==> config.mk <==
export PLATFORM = sky130hd
export DESIGN_NAME = wb_uart_rx
export DESIGN_NICKNAME = d
export VERILOG_FILES = /design/src/rtl/wb_uart_rx.sv
export SDC_FILE = /design/constraint.sdc
export NUM_CORES = 1
export LEC_CHECK = 0
export CAP_MARGIN = 20
export CORE_ASPECT_RATIO = 0.7
export CORE_MARGIN = 4
export CORE_UTILIZATION = 42
export CTS_BUF_LIST = sky130_fd_sc_hd__clkbuf_4 sky130_fd_sc_hd__clkbuf_8
export DETAILED_ROUTE_END_ITERATION = 10
export DONT_BUFFER_PORTS = 1
export GPL_TIMING_DRIVEN = 0
export SLEW_MARGIN = 20
export SYNTH_ARGS = -nofsm -noshare
export SYNTH_HDL_FRONTEND = slang
export SYNTH_SLANG_ARGS = --single-unit
==> constraint.sdc <==
create_clock -name clk_i -period 6.14 [get_ports clk_i]
set_input_delay 1.228 -clock clk_i [delete_from_list [all_inputs] [get_ports clk_i]]
set_output_delay 1.228 -clock clk_i [all_outputs]
set_load 0.005 [all_outputs]
==> src/rtl/wb_uart_rx.sv <==
// Wishbone-slave 8N1 UART receiver with a small byte FIFO and a level interrupt.
// Bit period is DIVIDER+2 clocks, latched per frame so mid-frame DIVIDER writes are harmless.
module wb_uart_rx #(
   parameter int WB_DATA_WIDTH = 32,
   parameter int WB_ADDR_WIDTH = 32,
   parameter int WB_SEL_WIDTH  = WB_DATA_WIDTH / 8,
   parameter int FIFO_DEPTH    = 4
) (
   input  logic                     clk_i,
   input  logic                     rst_ni,
   input  logic                     uart_rx_i,
   input  logic [WB_ADDR_WIDTH-1:0] wb_addr_i,
   input  logic [WB_DATA_WIDTH-1:0] wb_data_i,
   input  logic [WB_SEL_WIDTH-1:0]  wb_sel_i,
   input  logic                     wb_we_i,
   input  logic                     wb_cyc_i,
   input  logic                     wb_stb_i,
   output logic                     wb_ack_o,
   output logic [WB_DATA_WIDTH-1:0] wb_data_o,
   output logic                     irq_o
);
   localparam int PW = $clog2(FIFO_DEPTH);
   localparam int CW = PW + 1;
   localparam logic [31:0] SANITY = 32'h0B0BE71A;

   typedef enum logic [2:0] {
      ST_IDLE  = 3'd0,
      ST_START = 3'd1,
      ST_DATA  = 3'd2,
      ST_STOP  = 3'd3,
      ST_BREAK = 3'd4
   } rx_state_e;

   logic [1:0]    sync_r;
   logic          rx_s;
   logic          rx_d_r;
   rx_state_e     state_r;
   logic [31:0]   div_l_r;
   logic [32:0]   cnt_r;
   logic [2:0]    bit_cnt_r;
   logic [7:0]    shift_r;
   logic          push_r;
   logic [7:0]    push_byte_r;
   logic          fe_set_r;
   logic [32:0]   period_s;
   logic [32:0]   half_s;

   logic          ack_r;
   logic [31:0]   data_r;
   logic [31:0]   divider_r;
   logic [31:0]   rdata_s;
   logic          access_s;
   logic          pop_s;
   logic          stat_clr_s;

   logic [7:0]    mem_r [FIFO_DEPTH];
   logic [PW-1:0] wr_ptr_r;
   logic [PW-1:0] rd_ptr_r;
   logic [CW-1:0] count_r;
   logic [CW-1:0] count_nxt_s;
   logic          full_s;
   logic          not_empty_s;
   logic          push_ok_s;
   logic          overrun_r;
   logic          frame_err_r;
   logic          irq_r;
   logic [31:0]   status_s;
   logic          unused_bus_s;

   assign unused_bus_s = ^{wb_sel_i, wb_addr_i[WB_ADDR_WIDTH-1:4], wb_addr_i[1:0]};

   assign rx_s     = sync_r[1];
   assign period_s = {1'b0, div_l_r} + 33'd2;
   assign half_s   = period_s >> 1;

   // Two-flop synchroniser plus delayed copy for falling-edge detection
   always_ff @(posedge clk_i or negedge rst_ni) begin
      if (!rst_ni) begin
         sync_r <= 2'b11;
         rx_d_r <= 1'b1;
      end else begin
         sync_r <= {sync_r[0], uart_rx_i};
         rx_d_r <= rx_s;
      end
   end

   // Receive FSM: mid-bit sampling, stop-bit check and break hold-off
   always_ff @(posedge clk_i or negedge rst_ni) begin
      if (!rst_ni) begin
         state_r     <= ST_IDLE;
         div_l_r     <= 32'd1;
         cnt_r       <= 33'd0;
         bit_cnt_r   <= 3'd0;
         shift_r     <= 8'd0;
         push_r      <= 1'b0;
         push_byte_r <= 8'd0;
         fe_set_r    <= 1'b0;
      end else begin
         push_r   <= 1'b0;
         fe_set_r <= 1'b0;
         case (state_r)
            ST_IDLE: begin
               if (rx_d_r && !rx_s) begin
                  div_l_r   <= divider_r;
                  cnt_r     <= 33'd0;
                  bit_cnt_r <= 3'd0;
                  state_r   <= ST_START;
               end
            end
            ST_START: begin
               if (cnt_r == half_s - 33'd1) begin
                  cnt_r   <= 33'd0;
                  state_r <= rx_s ? ST_IDLE : ST_DATA;
               end else begin
                  cnt_r <= cnt_r + 33'd1;
               end
            end
            ST_DATA: begin
               if (cnt_r == period_s - 33'd1) begin
                  cnt_r   <= 33'd0;
                  shift_r <= {rx_s, shift_r[7:1]};
                  if (bit_cnt_r == 3'd7) begin
                     state_r <= ST_STOP;
                  end else begin
                     bit_cnt_r <= bit_cnt_r + 3'd1;
                  end
               end else begin
                  cnt_r <= cnt_r + 33'd1;
               end
            end
            ST_STOP: begin
               if (cnt_r == period_s - 33'd1) begin
                  cnt_r <= 33'd0;
                  if (rx_s) begin
                     push_r      <= 1'b1;
                     push_byte_r <= shift_r;
                     state_r     <= ST_IDLE;
                  end else begin
                     fe_set_r <= 1'b1;
                     state_r  <= ST_BREAK;
                  end
               end else begin
                  cnt_r <= cnt_r + 33'd1;
               end
            end
            ST_BREAK: begin
               if (rx_s) begin
                  state_r <= ST_IDLE;
               end
            end
            default: state_r <= ST_IDLE;
         endcase
      end
   end

   assign access_s   = wb_cyc_i & wb_stb_i & ~ack_r;
   assign pop_s      = access_s & ~wb_we_i & (wb_addr_i[3:2] == 2'd1) & not_empty_s;
   assign stat_clr_s = access_s & ~wb_we_i & (wb_addr_i[3:2] == 2'd2);
   assign full_s      = (count_r == CW'(FIFO_DEPTH));
   assign not_empty_s = (count_r != {CW{1'b0}});
   assign push_ok_s   = push_r & (~full_s | pop_s);
   assign status_s    = {24'h0, 4'(count_r), frame_err_r, overrun_r, full_s, not_empty_s};

   // Read-data mux, sampled into data_r on the access cycle
   always_comb begin
      rdata_s = 32'h0;
      case (wb_addr_i[3:2])
         2'd0:    rdata_s = divider_r;
         2'd1:    rdata_s = not_empty_s ? {24'h0, mem_r[rd_ptr_r]} : 32'h0;
         2'd2:    rdata_s = status_s;
         2'd3:    rdata_s = SANITY;
         default: rdata_s = 32'h0;
      endcase
   end

   // Next FIFO occupancy; simultaneous push and pop cancel out
   always_comb begin
      count_nxt_s = count_r;
      if (push_ok_s && !pop_s) begin
         count_nxt_s = count_r + CW'(1);
      end else if (!push_ok_s && pop_s) begin
         count_nxt_s = count_r - CW'(1);
      end else begin
         count_nxt_s = count_r;
      end
   end

   // Bus handshake, registered read data and DIVIDER register
   always_ff @(posedge clk_i or negedge rst_ni) begin
      if (!rst_ni) begin
         ack_r     <= 1'b0;
         data_r    <= 32'h0;
         divider_r <= 32'd1;
      end else begin
         ack_r  <= access_s;
         data_r <= (access_s && !wb_we_i) ? rdata_s : 32'h0;
         if (access_s && wb_we_i && (wb_addr_i[3:2] == 2'd0)) begin
            divider_r <= wb_data_i[31:0];
         end
      end
   end

   // FIFO storage, pointers, sticky flags and interrupt
   always_ff @(posedge clk_i or negedge rst_ni) begin
      if (!rst_ni) begin
         for (int i = 0; i < FIFO_DEPTH; i++) begin
            mem_r[i] <= 8'd0;
         end
         wr_ptr_r    <= {PW{1'b0}};
         rd_ptr_r    <= {PW{1'b0}};
         count_r     <= {CW{1'b0}};
         overrun_r   <= 1'b0;
         frame_err_r <= 1'b0;
         irq_r       <= 1'b0;
      end else begin
         if (push_ok_s) begin
            mem_r[wr_ptr_r] <= push_byte_r;
            wr_ptr_r        <= wr_ptr_r + PW'(1);
         end
         if (pop_s) begin
            rd_ptr_r <= rd_ptr_r + PW'(1);
         end
         count_r     <= count_nxt_s;
         overrun_r   <= (push_r & full_s & ~pop_s) | (overrun_r & ~stat_clr_s);
         frame_err_r <= fe_set_r | (frame_err_r & ~stat_clr_s);
         irq_r       <= (count_nxt_s != {CW{1'b0}});
      end
   end

   assign wb_ack_o  = ack_r & wb_cyc_i;
   assign wb_data_o = data_r;
   assign irq_o     = irq_r;
endmodule
### After elaboration in Yosys (flattened, before gate mapping)

Cells that the tools add are included.

* magnitude comparators: 3
* bitwise gates (word level): 22
* muxes and demuxes: 34
* eq/ne operators: 18
* reduce and logical (&&, ||, !) cells: 24
* add/subtract/negate cells: 9

Operator list (count)
* $pmux 32 s4: 1
* $mux 33: 3
* $pmux 33 s3: 1
* $eq 33x33->1: 2
* $mux 3: 12
* $add 32x2->33 const B: 1
* $add 33x1->33 const B: 1
* $sub 32x1->33 const B: 1
* $sub 33x1->33 const B: 1
* $bwmux 32: 1
* $mux 32: 1
* $mux 8: 4
* $bmux 8 s2: 1
* $demux 8 s2: 1
* $pmux 3 s5: 1
* $ne 2x2->1 const B: 7
* $and 1x1->1: 12
* $eq 3x3->1 const B: 3
* $reduce_bool 3->1: 3
* $logic_and 1x1->1: 7
* $add 3x1->3 const B: 2
* $eq 3x2->1 const B: 2
* $ge 3x3->1 const B: 2
* $mux 1: 6
* other kinds (20): 34

* input port bits: 74
* flip-flop bits (word level): 199
* output and inout port bits: 34
* word-level logic and storage cells: 133

### Logic depth before layout (Yosys ltp)

Gate-level depths: netlist of the first run.

* depth in word-level cells: 12
* depth in mapped cells: 17
* depth with buffers taken out: 13

### Worst setup path after synthesis of the first run

No wires, ideal clock.

* kind: flip-flop to flip-flop
* start: register div_l_r[1]
* end: register push_byte_r[0]
* setup time: 0.125 ns
* stages on the path, launching flop included: 15
* data required time: 6.015 ns
* arrival: 4.153 ns
* path buffers: 1
* setup slack: 1.863 ns
* clock period less this slack: 4.277 ns
* path through: dfrtp_1 -> ha_1 -> buf_4 -> nand2_1 -> nor4_1 -> a2111oi_0 -> nor3_1 -> a21o_1 -> nor2_1 -> a2111oi_0 -> o211ai_1 -> nor3_2 -> nand2_2 -> nor4_4 -> mux2_2

* word-level cells in the longest chain between the ends: 4

Ends and longest elaborated chain
* start, declared: line 38 `logic [31:0] div_l_r;`
* start signal, assigned: line 104 `div_l_r <= divider_r;`
* $add 32x2->33: line 73 `assign period_s = {1'b0, div_l_r} + 33'd2;`
* $sub 33x1->33: line 132 `if (cnt_r == period_s - 33'd1) begin`
* $eq 33x33->1: line 132
* $reduce_and 3->1 (no line)
* end signal, assigned: line 136 `push_byte_r <= shift_r;`
* end, declared: line 43 `logic [7:0] push_byte_r;`

Every way passes these cells.
A chain may end at the register's enable or synchronous reset.

### Final worst setup path of the first run

* start: register div_l_r[1]
* end: register cnt_r[3]

* word-level cells in the longest chain between the ends: 5
* elaborated cells on any way between the ends: 8
* those cells by class: 3 x add/sub; 2 x eq/ne; 3 x mux

Ends and longest elaborated chain
* $add 32x2->33 (*): line 73
* $sub 33x1->33 or $sub 32x1->33 (tied branches): line 119, 132, 111
* $eq 33x33->1, on equally long branches: line 119, 132, 111
* $mux 33, on equally long branches: line 119, 132, 111
* $pmux 33 s3 (*): line 101 `case (state_r)`
* end signal, assigned: line 115 `cnt_r <= cnt_r + 33'd1;`
* end signal, assigned: line 128 `cnt_r <= cnt_r + 33'd1;`
* end signal, assigned: line 143 `cnt_r <= cnt_r + 33'd1;`
* end, declared: line 39 `logic [32:0] cnt_r;`

Every way passes the cells marked *; elsewhere a longest branch is shown, timed or not.

==> out/metrics.yaml, run 1 <==
cts.sinks: 199
maxCapViolCount: 0
period_share_pct: 92.9
grt_pass1_wl_mm: 51.1
yosys_warnings: 0
die_y_microns: 151
grt_max_degree: 200
holdPathEnd: "sync_r[1]$_DFF_PN1_"
htree_levels: 4
ys.flop_type: "dfrtp_1"
drive_gt1_share_pct: 16.0
dp.cells: 1635
min_path_cells: 0
hold_path.class: "register to register"
ir_drop_mv: 0.196
synth_edf_count: 0
p_int_mw: 2.75
regToRegSetupSlack_ns: 0.44
fmax_ghz: 0.175
final_cells: 1667
syn_to_final_growth_pct: 7.73
yosysTopAreaCell: "dfrtp_1"
p_per_area_mw_per_mm2: 357
insertion_delay_ns: 0.50
fin_crit_ns: 5.70
max_stage_delay_ns: 0.62
cp_common_cell: "nand4_1"
p_leak_nw: 5.59
wl_per_cell_microns: 19.0
whs_ns: 0.361
cts_root_buffer: "clkbuf_8"
comb_power_share_pct: 45.2
synth_most_common_cell: "dfrtp_1"
io_pins: 108
hold_start: "sync_r[0]$_DFF_PN1_"
r2r_start: "div_l_r[1]$_DFFE_PN0P_"
ant_nets: 0
ys_ff_latch: 199
fillCellCount: 2715
critPathRequiredTime_ns: 6.49
grt_pass1_vias: 9258
firstDrtPassIters: 6
critPathSlowestCell: "nor4b_1"
syn_inst: 1257
multi_input_area_sq_mm: 0.00689
tightest_slew_ns: 0.990
synth_area_per_cell_sq_um: 9.75
synth_area_sq_mm: 0.0123
power_frac_clock_pct: 19.2
seq_power_share_pct: 35.6
finClkSkew_ns: 0.0193
insertedDiodeCount: 0
end_kind: "register"
drv_slew: 0
clockBufferDepth: 2
p_switching_mw: 1.97
start_util_pct: 42.5
finalPower_mw: 4.72
ys_seq_area_share_pct: 40.7
cts_tree: "yes"
seqCellArea_sq_mm: 0.00499
switching_share_pct: 41.8
finish.instance_area_sq_mm: 0.0132
path_cells: "ha_1, nand4_1, or4_1, buf_2, o21ai_1, nand4_1, nor4_1, nand4_1, nor4b_1, o2111ai_1, nor3_2, a21oi_1, clkbuf_1, clkbuf_1, o21ai_0, o221ai_1"
antenna_found_initial: 3
grt_usage_pct: 20.1
path_clk_slew_ns: 0.10
reg2regPathDepth: 16
drt_iter0_drc: 894
yosys.area.top_type_share_pct: 39.6
vias_per_cell: 5.84
cts_made_buffers: 17
synth_common_cells: "dfrtp_1, mux2_2, nand2_1, xnor2_1, nor2_1"
synthArstFlopShare_pct: 100
die-width_microns: 212
dpl_cell_area_sq_mm: 0.0127
core_area_sq_mm: 0.0288
critical_path_class: "register to register"
grt_remaining_overflow: 0
synthDistinctLibCells: 79
relSlewSlack_pct: 33.4
nNetsFinal: 1363
synth_area_leaders: "dfrtp_1, mux2_2, xnor2_1"
startpoint_type: "register"
setup-tns-final_ns: 0
setup_violations: 0
rows: 52
drc: 0
dieArea_sq_mm: 0.0320
num_vias: 9731
io_buffers: 0
worstPathArrival_ns: 6.06
syn-num-nets: 1344
cp_max_fo: 10
hpwl_mm: 23.7
drt_wl_total_mm: 31.6
status: "finished clean"
rsz0062_at_grt: "false"
routabilityCongestion: 0.922
final-hold-violation-count: 0
regToRegEndpoint: "cnt_r[3]$_DFFE_PN0P_"
==> logic make-up after synthesis <==
family                     share of synthesized area (%)
and+or+nand+nor                                     19.7
AOI/OAI and AO/OA                                   12.5
DFF                                                 40.7
xor gates and xnor gates                            10.3
muxes                                               11.9
buffers and inverters                               3.57
adders and majority gates                           1.33
==> layout make-up <==
| cell class | count | area share [%] |
|---|---|---|
| Clock buffer | 22 | 2.20 |
| Inverter | 27 | 0.767 |
| Clock inverter | 10 | 1.01 |
| Multi-Input combinational cell | 949 | 52.1 |
| Buffer | 82 | 2.55 |
| Sequential cell | 199 | 37.8 |
| Tap cell | 378 | 3.58 |
==> routing by layer <==
layer / routed length (microns) / up-vias / GRT usage (%)
li1: - / 4602 / -
met1: 15700 / 4844 / 30.8
met2: 13700 / 252 / 28.9
met3: 1950 / 27 / 4.68
met4: 294 / 6 / 4.34
met5: 34 / - / 0
==> layout by cell type (no fill, tap or decap), types with 12 or more instances in the layout <==
master | synthesis | layout
nor4_1 | 26 | 24
o21ai_0 | 41 | 41
clkbuf_1 | 45 | 45
a31oi_1 | 12 | 12
buf_2 | 17 | 17
dfrtp_1 | 194 | 194
xor2_1 | 33 | 33
nor3_1 | 48 | 46
nand3_1 | 47 | 47
mux2_2 | 113 | 113
clkbuf_8 | 0 | 20
o211ai_1 | 19 | 19
nor2b_1 | 17 | 17
xnor2_1 | 96 | 96
buf_1 | 18 | 18
a21oi_1 | 39 | 39
nand4_1 | 32 | 32
a21o_1 | 17 | 17
nor2_1 | 72 | 72
a211oi_1 | 12 | 12
nand2_1 | 110 | 110
inv_1 | 26 | 26
ha_1 | 13 | 13
and3_1 | 23 | 23
o22ai_1 | 12 | 12
==> flip-flops by register name, indices dropped and copies added, names as in the netlist, 2 cells and up <==
name / count
push_byte_r: 8
wb_data_o: 32
wr_ptr_r: 2
rd_ptr_r: 2
divider_r: 32
state_r: 3
shift_r: 8
cnt_r: 33
mem_r: 32
count_r: 3
bit_cnt_r: 3
div_l_r: 32
sync_r: 2
==> critical path: cells and delay by family (launching register included) <==
| family | cells | cell delay (ns) |
|---|---|---|
| compound gates | 5 | 1.03 |
| fa+ha+maj | 1 | 0.25 |
| buf+inv | 3 | 0.84 |
| flops | 1 | 0.48 |
| simple gates | 7 | 2.96 |
==> power by group through the flow <==
stage / logic (mW) / registers (mW) / clock network [mW]
after floorplan: 1.63 / 1.65 / 0
after global placement: 2.04 / 1.70 / 0
after detailed placement: 2.07 / 1.71 / 0
after CTS: 2.09 / 1.68 / 0.936
after global routing: 2.35 / 1.71 / 0.988
final: 2.13 / 1.68 / 0.908
==> metrics by stage <==
stage	utilization, %	worst slack [ns]
finish	45.8	0.436
global route	45.8	0.0931
floorplan	-	1.86
CTS	45.7	0.177
detailed placement	44.2	-0.00702
global placement	44.2	-0.224
==> worst max path at each step <==
stage	end	cells after the start	startpoint
after floorplan	push_byte_r[0]$_DFFE_PN0P_	14	div_l_r[1]$_DFFE_PN0P_
after global placement	cnt_r[29]$_DFFE_PN0P_	15	div_l_r[1]$_DFFE_PN0P_
after detailed placement	cnt_r[14]$_DFFE_PN0P_	15	div_l_r[2]$_DFFE_PN0P_
after CTS	cnt_r[32]$_DFFE_PN0P_	15	div_l_r[2]$_DFFE_PN0P_
after global routing	cnt_r[3]$_DFFE_PN0P_	16	div_l_r[2]$_DFFE_PN0P_
final	cnt_r[3]$_DFFE_PN0P_	16	div_l_r[1]$_DFFE_PN0P_
==> what timing repair did <==
item,4_1_cts,5_1_grt
endpoints found under the setup margin,10,35
hold buffers,0,0
setup buffers,0,0
gates resized for setup,1,5
pin swaps,0,0
hold endpoints to repair,0,0
Power figures use the tool's default switching activity.
==> run 2: changes to the inputs <==
SKIP_CTS_REPAIR_TIMING = 1   (was default)
==> results of run 2 <==
Final layout, timing and power as in run 1 (identical DEF).
==> run 3: changes to the inputs <==
CORE_ASPECT_RATIO = default   (was 0.7)
==> out/metrics.yaml, run 3 (synthesis gave the netlist of run 1 again) <==
tightest_slew_ns: 0.926
finClkSkew_ns: 0.0239
worstPathArrival_ns: 6.07
route.met2.wl_mm: 15.0
fmax_ghz: 0.175
ir_drop_mv: 0.171
core_area_sq_mm: 0.0288
drc: 0
io_pins: 108
rows: 62
drt_iter0_drc: 783
min_path_cells: 0
setup-tns-final_ns: 0
top_register: "cnt_r"
syn_to_final_growth_pct: 7.24
topRoutingLayerUsed: "met5"
fin_crit_ns: 5.71
startpoint_type: "register"
drive_gt1_share_pct: 15.7
clockBufferDepth: 2
wl_per_cell_microns: 18.6
setup_slack_ns: 0.434
dpl_cell_area_sq_mm: 0.0127
finish.instance_area_sq_mm: 0.0131
cts_root_buffer: "clkbuf_8"
hold_path.class: "register to register"
htree_levels: 4
p_leak_nw: 5.57
seqCellArea_sq_mm: 0.00499
finalPower_mw: 4.61
status: "finished clean"
largest_reg_flops: 33
multi_input_area_sq_mm: 0.00686
cts.sinks: 199
die_y_microns: 179
drt_wl_total_mm: 31.1
vias_per_cell: 5.73
path_cells: "ha_1, buf_4, nand2_1, nor4_2, a2111oi_0, nor3_1, a21oi_1, nand4_1, xnor2_1, nor4_1, nor4b_2, a2111oi_2, nor2_2, buf_2, o21ai_0"
path_clk_slew_ns: 0.11
whs_ns: 0.366
regToRegEndpoint: "cnt_r[6]$_DFFE_PN0P_"
cts_tree: "yes"
start_util_pct: 42.6
path_buf_inv: 2
grt_max_degree: 200
met1Wirelength_mm: 14.2
cts_made_buffers: 17
relSlewSlack_pct: 37.8
max_stage_delay_ns: 0.83
hold_start: "sync_r[0]$_DFF_PN1_"
period_share_pct: 92.9
holdPathEnd: "sync_r[1]$_DFF_PN1_"
dieArea_sq_mm: 0.0320
drv_slew: 0
met3RoutedLength_mm: 1.42
final-hold-violation-count: 0
grt_pass1_vias: 9204
rsz0062_at_grt: "false"
antenna_found_initial: 1
hpwl_mm: 23.2
firstDrtPassIters: 6
grt_remaining_overflow: 0
r2r_start: "div_l_r[1]$_DFFE_PN0P_"
mostFrequentLayoutCell: "dfrtp_1"
grt_pass1_wl_mm: 50.0
critPathRequiredTime_ns: 6.50
io_buffers: 0
maxCapViolCount: 0
critical_path_class: "register to register"
ant_nets: 0
insertion_delay_ns: 0.49
p_per_area_mw_per_mm2: 351
critical_path.top_delay_family: "simple AND/OR/NAND/NOR gates"
reg2regPathDepth: 15
final_cell_mix: "dfrtp_1, mux2_2, nand2_1"
grt_usage_pct: 19.6
die-width_microns: 179
insertedDiodeCount: 0
end_kind: "register"
cp_max_fo: 10
routabilityCongestion: 0.906
nNetsFinal: 1363
num_vias: 9579
place_ws_ns: 0.113
regToRegSetupSlack_ns: 0.43
critPathSlowestCell: "nor4_2"
fillCellCount: 2799
setup_violations: 0
==> run 3: changes by cell type in the layout (fill, tap and decap cells not counted), sizes merged <==
cell and delta:
clkinv +3, bufinv -2, clkbuf -2, inv +1
==> run 3: report_power, final <==
part	total, mW	switching [mW]	leakage, nW	internal [mW]
Sequential	1.68	0.174	2.64	1.51
Combinational	2.09	1.27	2.73	0.824
Clock	0.840	0.513	0.201	0.327
==> run 3: worst max path at each step <==
| stage | end | startpoint | cells past startpoint | slack (ns) |
|---|---|---|---|---|
| 5_1_grt | cnt_r[6]$_DFFE_PN0P_ | div_l_r[1]$_DFFE_PN0P_ | 15 | 0.12 |
| 4_1_cts | cnt_r[6]$_DFFE_PN0P_ | div_l_r[2]$_DFFE_PN0P_ | 15 | 0.10 |
| 3_3_place_gp | cnt_r[6]$_DFFE_PN0P_ | div_l_r[1]$_DFFE_PN0P_ | 15 | -0.17 |
| 3_5_place_dp | cnt_r[6]$_DFFE_PN0P_ | div_l_r[2]$_DFFE_PN0P_ | 15 | 0.11 |
| 2_1_floorplan | push_byte_r[0]$_DFFE_PN0P_ | div_l_r[1]$_DFFE_PN0P_ | 14 | 1.86 |
| 6_report | cnt_r[6]$_DFFE_PN0P_ | div_l_r[1]$_DFFE_PN0P_ | 15 | 0.43 |
==> run 3: metrics by stage <==
stage	utilization, %	std cells
floorplan	-	1257
global placement	44.3	1641
detailed placement	44.3	1641
CTS	45.6	1673
global route	45.7	1673
finish	45.7	1673
==> run 3: final cells by class <==
cell class	instances	area share (%)
plain buffers	82	2.56
clock buffers	20	2.09
clock inverters	12	0.809
inverters	27	0.771
multi-input cells	949	52.2
flip-flops and latches	199	37.9
well taps	384	3.65
==> run 3: routing by layer <==
| metal | GRT usage, % | up-vias |
|---|---|---|
| li1 | - | 4607 |
| met1 | 27.1 | 4730 |
| met2 | 32.0 | 210 |
| met3 | 3.52 | 30 |
| met4 | 4.61 | 2 |
| met5 | 0 | - |
